===== config.mk =====
export PLATFORM = sky130hd
export DESIGN_NAME = dcm_ramp_ctrl
export DESIGN_NICKNAME = d
export VERILOG_FILES = /design/src/rtl/dcm_ramp_ctrl.sv
export SDC_FILE = /design/constraint.sdc
export NUM_CORES = 1
export LEC_CHECK = 0
export BUFFER_PORTS_ARGS = -buffer_cell sky130_fd_sc_hd__buf_4
export CORE_ASPECT_RATIO = 0.9
export CORE_MARGIN = 2
export CORE_UTILIZATION = 56
export DETAILED_ROUTE_END_ITERATION = 12
export PLACE_DENSITY = 0.87
export SYNTH_ARGS = -nofsm -noshare
export SYNTH_HDL_FRONTEND = slang
export SYNTH_SLANG_ARGS = --single-unit

===== constraint.sdc =====
create_clock -name clk -period 4.6 [get_ports clk]
set_input_delay 1.38 -clock clk [delete_from_list [all_inputs] [get_ports clk]]
set_output_delay 1.38 -clock clk [all_outputs]
set_load 0.02 [all_outputs]

===== src/rtl/dcm_ramp_ctrl.sv =====
// dcm_ramp_ctrl: duty-ramp controller for a DC motor channel, with direction reversal through a coast dwell.
// Ports:
//   clk, rst_n (async active-low)    : clock and reset
//   cmd_valid/cmd_ready              : command handshake; cmd_dir, cmd_duty, cmd_step, cmd_coast carry the target
//   tick                             : ramp update strobe
//   estop                            : level-sensitive emergency stop
//   dir, coast, pwm_duty             : registered motor channel outputs
//   busy, done                       : status; done pulses only when built with DCM_RAMP_DONE_EN
// Optional feature macro: DCM_RAMP_DONE_EN (enables the done pulse; otherwise done stays 0).
module dcm_ramp_ctrl #(
   parameter int DUTY_W       = 16,
   parameter int DWELL_CYCLES = 8
) (
   input  logic              clk,
   input  logic              rst_n,
   input  logic              cmd_valid,
   output logic              cmd_ready,
   input  logic              cmd_dir,
   input  logic [DUTY_W-1:0] cmd_duty,
   input  logic [DUTY_W-1:0] cmd_step,
   input  logic              cmd_coast,
   input  logic              tick,
   input  logic              estop,
   output logic              dir,
   output logic              coast,
   output logic [DUTY_W-1:0] pwm_duty,
   output logic              busy,
   output logic              done
);
   typedef enum logic [1:0] {IDLE, RAMP, DWELL, STOP} state_t;
   localparam logic [15:0] DWELL_LAST = 16'(DWELL_CYCLES - 1);
   state_t            state_q, state_d;
   logic              dir_q, dir_d, coast_q, coast_d, tgt_dir_q, tgt_dir_d;
   logic              busy_q, busy_d, done_q, done_d, ready_q, ready_d;
   logic [DUTY_W-1:0] duty_q, duty_d, tgt_duty_q, tgt_duty_d, step_q, step_d;
   logic [15:0]       dwell_q, dwell_d;
   logic              accept;
   logic [DUTY_W-1:0] rev_duty, up_duty, dn_duty;
   assign accept = cmd_valid & ready_q;
   // Saturating moves: a step of 0 or a step at least as large as the gap lands exactly on the target.
   assign rev_duty = (step_q == '0 || duty_q <= step_q) ? '0 : duty_q - step_q;
   assign up_duty  = (step_q == '0 || tgt_duty_q - duty_q <= step_q) ? tgt_duty_q : duty_q + step_q;
   assign dn_duty  = (step_q == '0 || duty_q - tgt_duty_q <= step_q) ? tgt_duty_q : duty_q - step_q;
   always_comb begin
      state_d    = state_q;
      dir_d      = dir_q;
      coast_d    = coast_q;
      duty_d     = duty_q;
      tgt_dir_d  = tgt_dir_q;
      tgt_duty_d = tgt_duty_q;
      step_d     = step_q;
      dwell_d    = dwell_q;
      done_d     = 1'b0;
      if (estop) begin
         state_d    = STOP;
         duty_d     = '0;
         coast_d    = 1'b1;
         tgt_duty_d = '0;
      end else begin
         case (state_q)
            IDLE, RAMP: begin
               if (accept && cmd_coast) begin
                  state_d    = IDLE;
                  tgt_dir_d  = dir_q;
                  tgt_duty_d = '0;
                  step_d     = cmd_step;
                  duty_d     = '0;
                  coast_d    = 1'b1;
               end else if (accept) begin
                  state_d    = RAMP;
                  tgt_dir_d  = cmd_dir;
                  tgt_duty_d = cmd_duty;
                  step_d     = cmd_step;
                  coast_d    = 1'b0;
               end else if (state_q == RAMP) begin
                  if (tgt_dir_q != dir_q) begin
                     // Reversal: ramp to zero first, then coast through the dwell before flipping dir.
                     if (duty_q == '0 || (tick && rev_duty == '0)) begin
                        duty_d  = '0;
                        coast_d = 1'b1;
                        dwell_d = '0;
                        state_d = DWELL;
                     end else if (tick) begin
                        duty_d = rev_duty;
                     end
                  end else if (duty_q == tgt_duty_q) begin
                     state_d = IDLE;
`ifdef DCM_RAMP_DONE_EN
                     done_d  = 1'b1;
`else
                     done_d  = 1'b0;
`endif
                  end else if (tick) begin
                     duty_d = (tgt_duty_q > duty_q) ? up_duty : dn_duty;
                  end
               end
            end
            DWELL: begin
               dwell_d = dwell_q + 16'd1;
               if (dwell_q == DWELL_LAST) begin
                  dwell_d = '0;
                  dir_d   = tgt_dir_q;
                  coast_d = 1'b0;
                  state_d = RAMP;
               end
            end
            default: state_d = IDLE;
         endcase
      end
      busy_d  = state_d != IDLE;
      ready_d = state_d == IDLE || state_d == RAMP;
   end
   always_ff @(posedge clk or negedge rst_n) begin
      if (!rst_n) begin
         state_q    <= IDLE;
         dir_q      <= 1'b0;
         coast_q    <= 1'b1;
         duty_q     <= '0;
         tgt_dir_q  <= 1'b0;
         tgt_duty_q <= '0;
         step_q     <= '0;
         dwell_q    <= '0;
         busy_q     <= 1'b0;
         done_q     <= 1'b0;
         ready_q    <= 1'b0;
      end else begin
         state_q    <= state_d;
         dir_q      <= dir_d;
         coast_q    <= coast_d;
         duty_q     <= duty_d;
         tgt_dir_q  <= tgt_dir_d;
         tgt_duty_q <= tgt_duty_d;
         step_q     <= step_d;
         dwell_q    <= dwell_d;
         busy_q     <= busy_d;
         done_q     <= done_d;
         ready_q    <= ready_d;
      end
   end
   assign cmd_ready = ready_q;
   assign dir       = dir_q;
   assign coast     = coast_q;
   assign pwm_duty  = duty_q;
   assign busy      = busy_q;
   assign done      = done_q;
endmodule


; ---- Word level (Yosys, flattened, before mapping)
; Index checks and enable logic that the tools add are counted.
[word_totals]
ff_bits = 71
out_inout_bits = 21
[classes]
add_sub_neg = 5
n_lt_le_gt_ge = 4
n_eq_ne = 17
mux = 46
n_bitwise = 2
n_reduce_logical = 28
[op_table]
columns = op, n
row1 = $mux 16, 26
row2 = $le 16x16->1, 3
row3 = $logic_not 16->1, 3
row4 = $sub 16x16->16, 3
row5 = $pmux 16 s2, 1
row6 = $add 16x1->16 const B, 1
row7 = $add 16x16->16, 1
row8 = $eq 16x16->1, 1
row9 = $eq 16x3->1 const B, 1
row10 = $gt 16x16->1, 1
row11 = $mux 2, 8
row12 = $ne 5x5->1 const B, 3
row13 = $ne 2x2->1 const B, 5
row14 = $mux 1, 9
row15 = $reduce_bool 3->1, 3
row16 = $reduce_bool 2->1, 4
row17 = $reduce_bool 4->1, 2
row18 = $reduce_and 7->1, 1
row19 = $reduce_and 3->1, 2
row20 = $reduce_and 6->1, 1
row21 = $logic_or 1x1->1, 5
row22 = $reduce_and 5->1, 1
row23 = $eq 2x1->1 const B, 2
row24 = $logic_not 2->1, 2
row25 = 12 further kinds, 13

; ---- Longest topological paths before layout
[depth]
depth_word = 15
ltp_mapped = 24
mapped_depth_nobuf = 23

; ---- Worst setup path after synthesis
; No wires, ideal clock.
[synth_timing]
path_type = reg2reg
from = register duty_q[1] (netlist: pwm_duty[1])
to = register duty_q[13] (netlist: pwm_duty[13])
setup_time_ps = 122
arrival_ps = 4963
setup_slack_ps = -485
path_stages_with_launch = 22
period_less_slack_ps = 5085
path_cell_list = dfrtp_1 -> inv_1 -> ha_1 -> nor2b_1 -> o21ai_0 -> a21boi_1 -> o21a_1 -> o311a_1 -> o31ai_1 -> o21bai_1 -> a21oi_1 -> xnor2_1 -> ha_1 -> nand4_2 -> or3_1 -> a211oi_2 -> o31ai_2 -> or3_4 -> and2_4 -> buf_6 -> a221o_1 -> a32o_1
[synth_between]
elab_chain_cells = 13
[synth_rtl]
columns = item, line_no
row1 = "start, declared", 35  ; logic [DUTY_W-1:0] duty_q, duty_d, tgt_duty_q, tgt_duty_d, step_q, step_d;
row2 = "start signal, assigned", 130  ; duty_q <= duty_d;
row3 = "$sub 16x16->16, or another cell as far along", 43  ; assign dn_duty = (step_q == '0 || duty_q - tgt_duty_q <= step_q) ? tgt_duty_q : duty_q - step_q;
row4 = "$le 16x16->1, or another cell as far along", 43
row5 = "$logic_or 1x1->1, or another cell as far along", 43
row6 = "$mux 16, or another cell as far along", 43
row7 = $mux 16 / $logic_and 1x1->1 (equally long branches), "94, 78"
row8 = $mux 16 / $logic_or 1x1->1 (equally long branches), "93, 78"
row9 = "$mux 16, on equally long branches", "86, 78"
row10 = $mux 16, 76  ; if (tgt_dir_q != dir_q) begin
row11 = $mux 16, 75  ; end else if (state_q == RAMP) begin
row12 = $mux 16, 69  ; end else if (accept) begin
row13 = $mux 16, 62  ; if (accept && cmd_coast) begin
row14 = $mux 16, 60  ; case (state_q)
row15 = $mux 16, 54  ; if (estop) begin
; Several ways; a longest one is shown, not always the timed one. The select of a mux whose other input is x is not followed.
; A chain may end at the register's enable or synchronous reset.

; ---- Final worst setup path
[layout_timing]
from = register tgt_duty_q[0]
to = register duty_q[1] (netlist: pwm_duty[1])
[layout_between]
elab_chain_cells = 13
[layout_rtl]
columns = item, line_no
row1 = "start, declared", 35
row2 = "start signal, assigned", 132  ; tgt_duty_q <= tgt_duty_d;
row3 = "$sub 16x16->16, on equally long branches", "43, 42"
row4 = "$le 16x16->1, on equally long branches", "43, 42"
row5 = "$logic_or 1x1->1, on equally long branches", "43, 42"
row6 = "$mux 16, on equally long branches", "43, 42"
row7 = $mux 16, 94  ; duty_d = (tgt_duty_q > duty_q) ? up_duty : dn_duty;
row8 = $mux 16, 93  ; end else if (tick) begin
row9 = $mux 16, 86  ; end else if (duty_q == tgt_duty_q) begin
row10 = $mux 16, 76
row11 = $mux 16, 75
row12 = $mux 16, 69
row13 = $mux 16, 62
row14 = $mux 16, 60
row15 = $mux 16, 54
; Several ways; a longest one is shown, not always the timed one. The select of a mux whose other input is x is not followed.

==> impl_summary.md <==
Floorplan
The floorplan has 40 rows. For this configuration, the core starts out at a cell density of 57.2%. The vertical die dimension is 115 µm. The region available for standard cell placement spans 13300 µm². From left edge to right edge, the die measures 127 µm. The die covers 14500 µm². The number of top-level pins is 60.

STA
Derived from the worst setup path, the maximum achievable clock frequency is 0.205 GHz. The final hold violation count is 0. The routed design could run at a clock period as short as 4.88 ns. Setup repair after global routing could not meet its margin everywhere.

The final clock skew is 0.00954 ns. The worst relative slew slack is 36.2%. After layout, the worst path uses 106% of the clock period. The final max-slew violation count is 0. The pin slew with the least headroom to its limit is 0.949 ns. Setup violations remaining at the end of the flow were counted as 15. The final critical-path setup slack is -0.285 ns.

Placement
The routability congestion estimate from global placement is 1.02. After legalization and detailed placement, the total HPWL measured 19200 µm. The worst-case setup slack after placement is -0.201 ns.

The count of buffers inserted at the top-level ports is 58.

Logic synthesis
The count of different cell masters after synthesis is 86. The number of warning messages in the yosys log is 0. After synthesis, the share of flip-flops with an asynchronous set or reset is 100%. The mapped netlist covers 7610 µm².

sky130_fd_sc_hd__ha_1 is the most common cell in the netlist. After synthesis, the most frequently instantiated cells are sky130_fd_sc_hd__ha_1 (94), sky130_fd_sc_hd__a21oi_1 (88), sky130_fd_sc_hd__inv_1 (74), sky130_fd_sc_hd__nor2_1 (73), sky130_fd_sc_hd__dfrtp_1 (70). Summed over its instances, the top area cell type makes up 23.0% of the synthesized netlist area. The leading register cell type out of synthesis is sky130_fd_sc_hd__dfrtp_1. The gate count after technology mapping is around 940. Of the synthesized area, sequential elements account for 23.3%. The biggest area contributor in the post-synthesis netlist is sky130_fd_sc_hd__dfrtp_1.

By area the synthesized netlist is led by sky130_fd_sc_hd__dfrtp_1 (23%), sky130_fd_sc_hd__ha_1 (15%), sky130_fd_sc_hd__a21oi_1 (5.8%), sky130_fd_sc_hd__o21ai_0 (3.8%), sky130_fd_sc_hd__inv_1 (3.6%). The number of nets in the synthesized netlist is 1078. Yosys mapped a number of flops with a built-in enable equal to 0. In this run, synthesis produced a sequential element count of 71. After synthesis, the mean cell area works out to slightly above 8 µm².

Clock tree
For this design, the sink count on the clock tree is 71. TritonCTS built the clock tree. The maximum level of the CTS H-tree is 3.

Counting along the longest clock path gives a buffer depth of 2. Clock tree synthesis inserted a total of 9 buffers. The clock reaches the later pin of the worst-skew pair after roughly 0.34 ns. The tree is rooted in a sky130_fd_sc_hd__clkbuf_16. After clock tree synthesis, the clock-pin slew on the worst setup and hold paths is 0.06 ns.

Outcome
The flow ran to the end, but the final reports show violations. The final reports fail on negative setup slack.

Min path
The number of cells traversed by the worst hold path is 1. The worst hold path class is reg2reg. In this run the most critical hold path is launched from dwell_q[0]$_DFFE_PN0P_.

Pwr
IR analysis of the VDD net gives a maximum drop of about 330 µV. The static leakage power is 4.39 nW. For this design the ratio of total power to cell area is 537 nW/µm².

Layout
Cells fill between 70% and 80% of the core in the end. After the last flow step, the layout net total stands at roughly 1200. The ratio of cells with drive above 1 in the final layout is 23.5%. The area added between synthesis and finish is 22.5%.

GRT
The maximum number of pins on one net before global-route repair is just over 70. Global routing finished with a remaining overflow of 0. The via count of the first global-routing pass is a little under 8000. The initial antenna violation count came to 1. The global-route wire length before repair is slightly above 40000 µm.

The global-route usage over all layers is a little over a third.

Setup path
STA puts the critical path data required time at 4.83 ns. The origin of the critical flop-to-flop path is tgt_duty_q[0]$_DFFE_PN0P_. The depth of the worst register-to-register path is 22. The endpoint arrival time on the critical path is 5.11 ns. The startpoint of the worst setup timing path is tgt_duty_q[0]$_DFFE_PN0P_.

STA classifies the critical path endpoint as a register. The critical path launch point type is a register. The type of the setup path with the least slack is reg2reg. Along the worst path, the maximum fanout reaches 6.

Routing
The iteration count of the initial detailed-routing pass is 5. The total number of vias is slightly above 8000. In the routed design, unresolved DRC markers number 0.

The starting DRC count in detailed routing is 820. The detailed-route wire length is 26400 µm. The number of vias per cell is 6.73. The average wire per cell in the routed design is 21.5 µm. The count of nets left with antenna violations once routing finished came out at 0.

Flow run
Max-cap violations in this run came to 0.
flip-flops by register name, summed over array words and instances, names as in the netlist, 2 cells and up:
name / count
pwm_duty: 16
step_q: 16
dwell_q: 16
state_q: 2
tgt_duty_q: 16
repair_timing:
item / 4_1_cts / 5_1_grt
resized for setup: 23 / 41
pin swaps: 16 / 53
endpoints found under the setup margin: 14 / 16
setup buffers: 23 / 11
hold buffers: 0 / 0
power breakdown:
part	switching, mW	leakage [nW]	internal, mW
logic	2.02	3.32	1.36
registers	0.152	0.929	0.745
clock network	0.301	0.142	0.421
placed cells by master, fill, tap and decap left out, types with 4 or more instances in the layout:
master	Yosys	routed
sky130_fd_sc_hd__nand4_1	11	11
sky130_fd_sc_hd__o21bai_1	10	9
sky130_fd_sc_hd__o21ai_2	1	5
sky130_fd_sc_hd__clkbuf_16	0	9
sky130_fd_sc_hd__a21o_1	17	17
sky130_fd_sc_hd__a21oi_2	1	8
sky130_fd_sc_hd__nand3_1	15	14
sky130_fd_sc_hd__buf_4	3	145
sky130_fd_sc_hd__ha_1	94	89
sky130_fd_sc_hd__a41oi_1	4	4
sky130_fd_sc_hd__ha_4	0	4
sky130_fd_sc_hd__o211ai_1	12	12
sky130_fd_sc_hd__and3_1	18	18
sky130_fd_sc_hd__nor4_1	17	15
sky130_fd_sc_hd__o21a_1	9	9
sky130_fd_sc_hd__dfrtp_1	70	67
sky130_fd_sc_hd__nand2_1	56	54
sky130_fd_sc_hd__a211oi_1	14	11
sky130_fd_sc_hd__nand2b_1	12	12
sky130_fd_sc_hd__a211o_1	6	6
sky130_fd_sc_hd__a21oi_1	88	81
sky130_fd_sc_hd__nor3_1	25	23
sky130_fd_sc_hd__xor2_1	10	10
sky130_fd_sc_hd__a22o_1	28	28
sky130_fd_sc_hd__or3_1	10	8
sky130_fd_sc_hd__nor2b_1	8	7
sky130_fd_sc_hd__o21ai_0	58	48
sky130_fd_sc_hd__buf_6	3	5
sky130_fd_sc_hd__nor2_1	73	68
sky130_fd_sc_hd__inv_2	2	7
sky130_fd_sc_hd__a31oi_1	7	7
sky130_fd_sc_hd__xnor2_1	31	30
sky130_fd_sc_hd__nor2_2	2	6
sky130_fd_sc_hd__a211oi_2	2	5
sky130_fd_sc_hd__inv_1	74	68
sky130_fd_sc_hd__o22ai_1	7	7
sky130_fd_sc_hd__o21ai_1	5	10
sky130_fd_sc_hd__o311a_1	11	11
sky130_fd_sc_hd__and2_1	6	6
cells by family after synthesis:
kind of cell / count (synthesis) / share of synthesized area (%)
multiplexers: 5 / 0.690
adder cells (fa/ha/maj): 98 / 16.5
flip-flops: 71 / 23.3
AO/OA/AOI/OAI: 328 / 29.3
buffers and inverters: 121 / 6.69
other: 1 / 0.0492
AND/OR/NAND/NOR: 276 / 18.7
XOR/XNOR: 41 / 4.72
layout make-up:
class | instances | area (µm²)
Sequential cell | 71 | 1780
Fill cell | 1017 | 3990
Tap cell | 168 | 210
Antenna cell | 1 | 2.50
Timing Repair Buffer | 150 | 1140
Clock inverter | 7 | 72.6
Clock buffer | 9 | 225
Inverter | 76 | 288
Multi-Input combinational cell | 749 | 5600
metal layers:
| metal | track usage [%] | up-vias | part of all wire (%) |
|---|---|---|---|
| met5 | 0 | - | 0 |
| met4 | 14.7 | 0 | 5.3 |
| met3 | 6.40 | 133 | 11 |
| met2 | 55.8 | 571 | 43 |
| met1 | 48.3 | 3881 | 40 |
| li1 | - | 3705 | - |
worst max-delay path, stage by stage (launching register included):
cell,delay (ns)
sky130_fd_sc_hd__dfrtp_1,0.46
sky130_fd_sc_hd__inv_2,0.11
sky130_fd_sc_hd__ha_4,0.14
sky130_fd_sc_hd__buf_4,0.12
sky130_fd_sc_hd__nor2b_4,0.03
sky130_fd_sc_hd__o21ai_2,0.16
sky130_fd_sc_hd__a21boi_2,0.09
sky130_fd_sc_hd__o21a_1,0.19
sky130_fd_sc_hd__o311a_1,0.36
sky130_fd_sc_hd__o31ai_4,0.22
sky130_fd_sc_hd__o21bai_1,0.09
sky130_fd_sc_hd__a21oi_1,0.18
sky130_fd_sc_hd__xnor2_1,0.12
sky130_fd_sc_hd__ha_1,0.34
sky130_fd_sc_hd__nand4_2,0.13
sky130_fd_sc_hd__or3_4,0.41
sky130_fd_sc_hd__a211oi_2,0.23
sky130_fd_sc_hd__o31ai_2,0.11
sky130_fd_sc_hd__or3_4,0.45
sky130_fd_sc_hd__and2_4,0.21
sky130_fd_sc_hd__a221oi_2,0.25
sky130_fd_sc_hd__o22ai_1,0.14
sky130_fd_sc_hd__a22o_1,0.22
final timing paths:
kind / to / slack, ns
worst max-delay path: pwm_duty[1]$_DFFE_PN0P_ / -0.28
min in group asynchronous: tgt_duty_q[8]$_DFFE_PN0P_ / 1.18
worst max register to register: pwm_duty[1]$_DFFE_PN0P_ / -0.28
max in group asynchronous: pwm_duty[2]$_DFFE_PN0P_ / 2.78
worst min-delay path: dwell_q[0]$_DFFE_PN0P_ / 0.52
worst min register to register: dwell_q[0]$_DFFE_PN0P_ / 0.52
through the flow:
stage	hold WS [ns]	setup TNS (ns)	instances	instance area [µm²]	total power [mW]
after floorplan	0.471	0	941	7660	2.89
after global placement	0.493	-1.20	1183	8560	3.72
after detailed placement	0.506	-1.75	1183	8560	3.77
after CTS	0.516	-0.0515	1222	9130	4.65
after global routing	0.535	-5.34	1230	9320	5.26
final	0.518	-2.10	1231	9330	5.01
No activity file was read; power rests on OpenSTA's default activity.
